<file path="src/rtl/ne16_ctrl_nested_counter_pkg.sv">
// Shared types and defaults for the NE16 controller nested loop counter.
// Imported by the interface, the per-level sub-module and the top.
package ne16_ctrl_nested_counter_pkg;

  localparam int unsigned NE16_NESTED_CNT_LEVELS = 3;
  localparam int unsigned NE16_NESTED_CNT_BITS   = 16;

  typedef enum logic {
    NC_IDLE = 1'b0,
    NC_RUN  = 1'b1
  } ne16_nested_cnt_state_t;

endpackage

</file>
<file path="src/rtl/ne16_ctrl_nested_counter_if.sv">
// Control/status bundle between the ctrl FSM (master) and the nested counter (slave).
interface ne16_ctrl_nested_counter_if
  import ne16_ctrl_nested_counter_pkg::*;
#(
  parameter int unsigned NB_LEVELS = NE16_NESTED_CNT_LEVELS,
  parameter int unsigned BITS      = NE16_NESTED_CNT_BITS
);

  logic                           test_mode_i;
  logic                           clear_i;
  logic                           start_i;
  logic                           enable_i;
  logic [NB_LEVELS-1:0][BITS-1:0] limits_i;
  logic [NB_LEVELS-1:0][BITS-1:0] count_o;
  logic [NB_LEVELS-1:0]           last_o;
  logic [NB_LEVELS-1:0]           wrap_o;
  logic                           busy_o;
  logic                           done_o;

  modport master (
    output test_mode_i, clear_i, start_i, enable_i, limits_i,
    input  count_o, last_o, wrap_o, busy_o, done_o
  );

  modport slave (
    input  test_mode_i, clear_i, start_i, enable_i, limits_i,
    output count_o, last_o, wrap_o, busy_o, done_o
  );

endinterface

</file>
<file path="src/rtl/ne16_ctrl_loop_level.sv">
// One level of the nested loop: holds the index and the registered wrap pulse.
module ne16_ctrl_loop_level
  import ne16_ctrl_nested_counter_pkg::*;
#(
  parameter int unsigned BITS = NE16_NESTED_CNT_BITS
) (
  input  logic            clk_i,
  input  logic            rst_ni,
  input  logic            clear_i,
  input  logic            load_i,
  input  logic            step_i,
  input  logic [BITS-1:0] lim_m1_i,
  output logic [BITS-1:0] cnt_o,
  output logic            last_o,
  output logic            wrap_o
);

  logic [BITS-1:0] cnt_q;
  logic            wrap_q;

  // lim_m1_i comes from a register in the top, so last is flop-to-flop only
  assign last_o = (cnt_q == lim_m1_i);
  assign cnt_o  = cnt_q;
  assign wrap_o = wrap_q;

  // Index update: wrap to zero on the final iteration, never past lim_m1_i
  always_ff @(posedge clk_i or negedge rst_ni) begin
    if (!rst_ni) begin
      cnt_q  <= {BITS{1'b0}};
      wrap_q <= 1'b0;
    end else if (clear_i || load_i) begin
      cnt_q  <= {BITS{1'b0}};
      wrap_q <= 1'b0;
    end else if (step_i) begin
      if (last_o) begin
        cnt_q  <= {BITS{1'b0}};
        wrap_q <= 1'b1;
      end else begin
        cnt_q  <= cnt_q + BITS'(1'b1);
        wrap_q <= 1'b0;
      end
    end else begin
      cnt_q  <= cnt_q;
      wrap_q <= 1'b0;
    end
  end

endmodule

</file>
<file path="src/rtl/ne16_ctrl_nested_counter.sv">
// N-level nested loop counter: IDLE/RUN FSM, latched limits, carry chain and done pulse.
// Level 0 is innermost; a level steps only when every inner level is on its last iteration.
module ne16_ctrl_nested_counter
  import ne16_ctrl_nested_counter_pkg::*;
#(
  parameter int unsigned NB_LEVELS = NE16_NESTED_CNT_LEVELS,
  parameter int unsigned BITS      = NE16_NESTED_CNT_BITS
) (
  input  logic                        clk_i,
  input  logic                        rst_ni,
  ne16_ctrl_nested_counter_if.slave   bus
);

  ne16_nested_cnt_state_t         state_q;
  logic [NB_LEVELS-1:0][BITS-1:0] lim_m1_q;
  logic [NB_LEVELS-1:0][BITS-1:0] cnt_s;
  logic [NB_LEVELS-1:0]           last_s;
  logic [NB_LEVELS-1:0]           wrap_s;
  logic [NB_LEVELS-1:0]           step_s;
  logic                           done_q;
  logic                           run_s;
  logic                           load_s;
  logic                           final_s;
  logic                           unused_test_mode_s;

  // A zero limit behaves as a single iteration
  function automatic logic [BITS-1:0] lim_m1_f(input logic [BITS-1:0] lim);
    logic [BITS-1:0] res;
    if (lim == {BITS{1'b0}}) begin
      res = {BITS{1'b0}};
    end else begin
      res = lim - BITS'(1'b1);
    end
    return res;
  endfunction

  assign unused_test_mode_s = bus.test_mode_i;
  assign run_s   = (state_q == NC_RUN);
  assign load_s  = (state_q == NC_IDLE) && bus.start_i;
  assign final_s = run_s && bus.enable_i && (&last_s);

  // Carry chain: each level steps when all inner levels are on their last iteration
  always_comb begin
    step_s    = {NB_LEVELS{1'b0}};
    step_s[0] = run_s && bus.enable_i;
    for (int k = 1; k < NB_LEVELS; k++) begin
      step_s[k] = step_s[k-1] && last_s[k-1];
    end
  end

  // Control FSM with limit latch and registered done pulse
  always_ff @(posedge clk_i or negedge rst_ni) begin
    if (!rst_ni) begin
      state_q  <= NC_IDLE;
      lim_m1_q <= {(NB_LEVELS*BITS){1'b0}};
      done_q   <= 1'b0;
    end else if (bus.clear_i) begin
      state_q  <= NC_IDLE;
      lim_m1_q <= {(NB_LEVELS*BITS){1'b0}};
      done_q   <= 1'b0;
    end else begin
      case (state_q)
        NC_IDLE: begin
          done_q <= 1'b0;
          if (bus.start_i) begin
            state_q <= NC_RUN;
            for (int k = 0; k < NB_LEVELS; k++) begin
              lim_m1_q[k] <= lim_m1_f(bus.limits_i[k]);
            end
          end else begin
            state_q <= NC_IDLE;
          end
        end
        NC_RUN: begin
          if (final_s) begin
            state_q <= NC_IDLE;
            done_q  <= 1'b1;
          end else begin
            state_q <= NC_RUN;
            done_q  <= 1'b0;
          end
        end
        default: begin
          state_q <= NC_IDLE;
          done_q  <= 1'b0;
        end
      endcase
    end
  end

  for (genvar k = 0; k < NB_LEVELS; k++) begin : g_level
    ne16_ctrl_loop_level #(
      .BITS(BITS)
    ) u_level (
      .clk_i    (clk_i),
      .rst_ni   (rst_ni),
      .clear_i  (bus.clear_i),
      .load_i   (load_s),
      .step_i   (step_s[k]),
      .lim_m1_i (lim_m1_q[k]),
      .cnt_o    (cnt_s[k]),
      .last_o   (last_s[k]),
      .wrap_o   (wrap_s[k])
    );
  end

  assign bus.count_o = cnt_s;
  assign bus.last_o  = last_s & {NB_LEVELS{run_s}};
  assign bus.wrap_o  = wrap_s;
  assign bus.busy_o  = run_s;
  assign bus.done_o  = done_q;

endmodule

</file>
<file path="src/flat_wrapper.sv">
// flat-port wrapper written by rule: the top's interface ports become plain ports
module ne16_ctrl_nested_counter_flat import ne16_ctrl_nested_counter_pkg::*;
#(
  parameter int unsigned NB_LEVELS = NE16_NESTED_CNT_LEVELS,
  parameter int unsigned BITS      = NE16_NESTED_CNT_BITS
)
  (clk_i, rst_ni, bus_test_mode_i, bus_clear_i, bus_start_i, bus_enable_i, bus_limits_i, bus_count_o, bus_last_o, bus_wrap_o, bus_busy_o, bus_done_o);
  ne16_ctrl_nested_counter_if #(.NB_LEVELS(NB_LEVELS), .BITS(BITS)) bus_i ();
  input  logic clk_i;
  input  logic rst_ni;
  input wire logic [$bits(bus_i.test_mode_i)-1:0] bus_test_mode_i;
  input wire logic [$bits(bus_i.clear_i)-1:0] bus_clear_i;
  input wire logic [$bits(bus_i.start_i)-1:0] bus_start_i;
  input wire logic [$bits(bus_i.enable_i)-1:0] bus_enable_i;
  input wire logic [$bits(bus_i.limits_i)-1:0] bus_limits_i;
  output wire logic [$bits(bus_i.count_o)-1:0] bus_count_o;
  output wire logic [$bits(bus_i.last_o)-1:0] bus_last_o;
  output wire logic [$bits(bus_i.wrap_o)-1:0] bus_wrap_o;
  output wire logic [$bits(bus_i.busy_o)-1:0] bus_busy_o;
  output wire logic [$bits(bus_i.done_o)-1:0] bus_done_o;
  assign bus_i.test_mode_i = bus_test_mode_i;
  assign bus_i.clear_i = bus_clear_i;
  assign bus_i.start_i = bus_start_i;
  assign bus_i.enable_i = bus_enable_i;
  assign bus_i.limits_i = bus_limits_i;
  assign bus_count_o = bus_i.count_o;
  assign bus_last_o = bus_i.last_o;
  assign bus_wrap_o = bus_i.wrap_o;
  assign bus_busy_o = bus_i.busy_o;
  assign bus_done_o = bus_i.done_o;
  ne16_ctrl_nested_counter #(.NB_LEVELS(NB_LEVELS), .BITS(BITS)) u_core (.clk_i(clk_i), .rst_ni(rst_ni), .bus(bus_i));
endmodule
</file>
<file path="config.mk">
export PLATFORM = sky130hd
export DESIGN_NAME = ne16_ctrl_nested_counter_flat
export DESIGN_NICKNAME = d
export VERILOG_FILES = /design/src/rtl/ne16_ctrl_nested_counter_pkg.sv /design/src/rtl/ne16_ctrl_nested_counter_if.sv /design/src/rtl/ne16_ctrl_loop_level.sv /design/src/rtl/ne16_ctrl_nested_counter.sv /design/src/flat_wrapper.sv
export SDC_FILE = /design/constraint.sdc
export NUM_CORES = 1
export LEC_CHECK = 0
export ABC_AREA = 1
export BUFFER_PORTS_ARGS = -buffer_cell sky130_fd_sc_hd__buf_2
export CAP_MARGIN = 20
export CORE_MARGIN = 1.5
export CORE_UTILIZATION = 40
export CTS_CLUSTER_SIZE = 30
export DETAILED_ROUTE_END_ITERATION = 16
export PLACE_DENSITY = 0.68
export SLEW_MARGIN = 20
export SYNTH_ARGS = -nofsm -noshare
export SYNTH_HDL_FRONTEND = slang
export SYNTH_HIERARCHICAL = 1
export SYNTH_SLANG_ARGS = --single-unit
export TNS_END_PERCENT = 30
</file>
<file path="constraint.sdc">
create_clock -name clk_i -period 2.5 [get_ports clk_i]
set_input_delay 0.5 -clock clk_i [delete_from_list [all_inputs] [get_ports clk_i]]
set_output_delay 0.5 -clock clk_i [all_outputs]
set_load 0.01 [all_outputs]
</file>
==> results.tsv <==
metric	value	unit
RSZ-0062 raised after global routing	no	
Root Buffer	clkbuf_16	
CP Class	register to output port	
multiplexer share of the synthesized area	0	%
Worst EP required	2.00	ns
initial antenna violation count	1	
CTS sink count	101	
Max-slew headroom	67.6	%
Ys Warns	6	
Period minus WS final	2.32	ns
setup clock skew after layout	0.00766	ns
total negative slack	0	ns
Top Layer Used	met4	
Initial Utilization	41.2	%
final hold slack	0.0962	ns
R2R depth	17	
most common cell in the synthesized netlist	nand2_1	
Post-synth top cells	nand2_1, inv_1, dfrtp_1, nor2_1, nand3_1	
Distinct cells, synth	30	
Final period util	92.7	%
synthesized net count	1146	
TritonRoute pass-1 iters	4	
Post-Synth Adder-Cell Area	1.04	%
Routed Antenna Nets	0	
met3 WL post-DR	729	um
fmax	0.432	GHz
Static Leak	4.35	nW
DR iter-0 viols	325	
Critical Path Sink Type	output port	
worst min path class	input pin to asynchronous set/reset pin	
status	complete, no violations	
M1 wire length	8.47	mm
Total GRT Usage	19.3	%
Seq/Total Area, Yosys	35.1	%
max-cap viol count	0	
clock tree buffer depth	2	
Tightest Pin Transition	0.486	ns
reg2reg setup slack	0.23	ns
Syn Area/Cell	6.64	um2
hold_buf cts	0	
Storage cell area	2530	um2
cell row count	48	
post-CTS setup buffers	0	
core area	17500	um2
Final Hold Vio Count	0	
Post-Synth XOR/XNOR Area	5.47	%
die area	18800	um2
global-route wire length before repair	28.5	mm
IO buf count	108	
CTS clk-pin slew, worst paths	0.07	ns
Synth Area in Compound Gates	7.01	%
total CTS buffers	9	
Post-Synth Simple-Gate Area	40.5	%
worst skew pair latency	0.35	ns
met2 routed WL	8.13	mm
vias	6761	
Total Routed Length	17.7	mm
end of the worst register-to-register path	u_core/g_level[2].u_level/cnt_o[5]$_DFFE_PN0P_	
DRC viols	0	
I/O pin cnt	110	
PwrDens	441	nW/um2
post-synth top area cell	dfrtp_1	
Post-synth EDFFs	0	
Synth top area share	35.1	%
Die X	137	um
Final Net Count	1278	
main combinational cell family by area after synthesis	simple AND/OR/NAND/NOR gates	
DR WL/cell	12.2	um
crit path max fanout	12	
FFs w/ async S/R, synth	100	%
GRT Residual Overflow	0	
pin count of the biggest net entering global routing	48	
Worst Path Arrival	1.82	ns
Synth Register Bits	101	
GP Congestion	0.862	
Slew Viols, Final	0	
Final HPWL DP	14.2	mm
Final setup viols	0	
post-synthesis instance total	1086	
CTS H-Tree Depth	3	
DR vias/cell	4.67	
fill count	1809	
Main synth FF type	dfrtp_1	
Die Ht	137	um
multi-input combinational cell area	3910	um2
CTS tree	yes	
vias in the first global route	5953	
area grow syn2layout	17.2	%
ranking of synthesized cells by area	dfrtp_1, nand2_1, inv_1	
layout cells sized above 1	21.4	%
worst-case vdd ir drop	327	uV
Worst setup SP type	register	
RR Startpoint	u_core/g_level[0].u_level/cnt_o[12]$_DFFE_PN0P_	
synthesized area	7210	um2
==> layer usage <==
metal  vias up  GRT usage, %
li1       3592             -
met1      3020          25.6
met2       125          32.1
met3        24          3.05
met4         0          6.61
met5         -             0
==> state kept, by name (all words and copies together) (netlist names) <==
| register | flops |
|---|---|
| u_core/g_level.u_level/wrap_o | 3 |
| u_core/bus.done_o | 1 |
| u_core/bus.busy_o | 1 |
| u_core/g_level.u_level/cnt_o | 48 |
| u_core/lim_m1_q | 48 |
==> worst max path at each step <==
stage | start | endpoint | slack (ns) | depth (start not counted)
finish | u_core/g_level[2].u_level/cnt_o[10]$_DFFE_PN0P_ | bus_last_o[2] | 0.18 | 11
detailed placement | u_core/g_level[1].u_level/cnt_o[12]$_DFFE_PN0P_ | u_core/g_level[2].u_level/cnt_o[7]$_DFFE_PN0P_ | 0.13 | 16
global placement | u_core/g_level[1].u_level/cnt_o[12]$_DFFE_PN0P_ | u_core/g_level[2].u_level/cnt_o[5]$_DFFE_PN0P_ | 0.11 | 16
floorplan | u_core/g_level[0].u_level/cnt_o[9]$_DFFE_PN0P_ | u_core/g_level[2].u_level/cnt_o[5]$_DFFE_PN0P_ | 0.20 | 17
global route | u_core/g_level[0].u_level/cnt_o[15]$_DFFE_PN0P_ | u_core/g_level[2].u_level/cnt_o[5]$_DFFE_PN0P_ | 0.01 | 17
CTS | u_core/g_level[2].u_level/cnt_o[2]$_DFFE_PN0P_ | bus_last_o[2] | 0.1 | 11
==> logic make-up (layout without fill, tap and decap cells) <==
| group | count (synthesis) | count (layout) |
|---|---|---|
| and+or+nand+nor | 669 | 669 |
| buffers and inverters | 187 | 324 |
| DFF | 101 | 101 |
| AOI/OAI and AO/OA | 78 | 78 |
| xor gates and xnor gates | 45 | 45 |
| adders and majority gates | 6 | 6 |
| other | 0 | 1 |
==> report_power, final <==
part / internal [mW] / switching [mW]
logic: 0.194 / 0.371
clock network: 0.808 / 0.623
registers: 1.68 / 0.0481
==> timing repair <==
| action | in CTS | in global routing |
|---|---|---|
| resized for setup | 0 | 8 |
| hold endpoints to repair | 0 | 0 |
| endpoints found under the setup margin | 0 | 8 |
==> layout make-up <==
class | instances | share of cell area [%]
Tap cell | 225 | 3.33
Clock inverter | 3 | 0.519
Antenna cell | 1 | 0.0296
Multi-Input combinational cell | 798 | 46.3
Sequential cell | 101 | 30.0
Timing Repair Buffer | 135 | 9.17
Clock buffer | 13 | 2.96
Inverter | 173 | 7.69
==> worst max-delay path: stages, from the launching register on <==
cell	delay, ns
dfrtp_1	0.47
inv_2	0.08
nand2_1	0.06
nand2_1	0.05
nor2_1	0.09
nand2_1	0.06
nor2_2	0.14
nand2_4	0.13
inv_1	0.08
nand2_1	0.05
inv_1	0.07
buf_2	0.16
==> placed cells by master (no fill, tap or decap), drive strengths merged <==
cell type and count:
nand2 421, inv 174, buf 135, nor2 132, dfrtp 101, nand3 84
o21ai 56, xor2 32, a21oi 21, nand4 15, nor3 15, xnor2 13
clkbuf 13, ha 6, diode 1, bufinv 1, clkinv 1, nor3b 1
o21bai 1, nand3b 1
==> metrics by stage <==
| step | util (%) | instances | power (mW) | worst slack (ns) | instance area (um2) |
|---|---|---|---|---|---|
| 6_report | 48.3 | 1449 | 3.73 | 0.183 | 8450 |
| 5_1_grt | 48.3 | 1449 | 3.91 | 0.0107 | 8450 |
| 4_1_cts | 48.2 | 1448 | 3.75 | 0.0979 | 8420 |
| 3_5_place_dp | 46.5 | 1432 | 2.33 | 0.126 | 8120 |
| 3_3_place_gp | 46.5 | 1432 | 2.31 | 0.112 | 8120 |
| 2_1_floorplan | - | 1086 | 2.13 | 0.200 | 7210 |
Note: power is estimated with default switching activity, not from simulation.
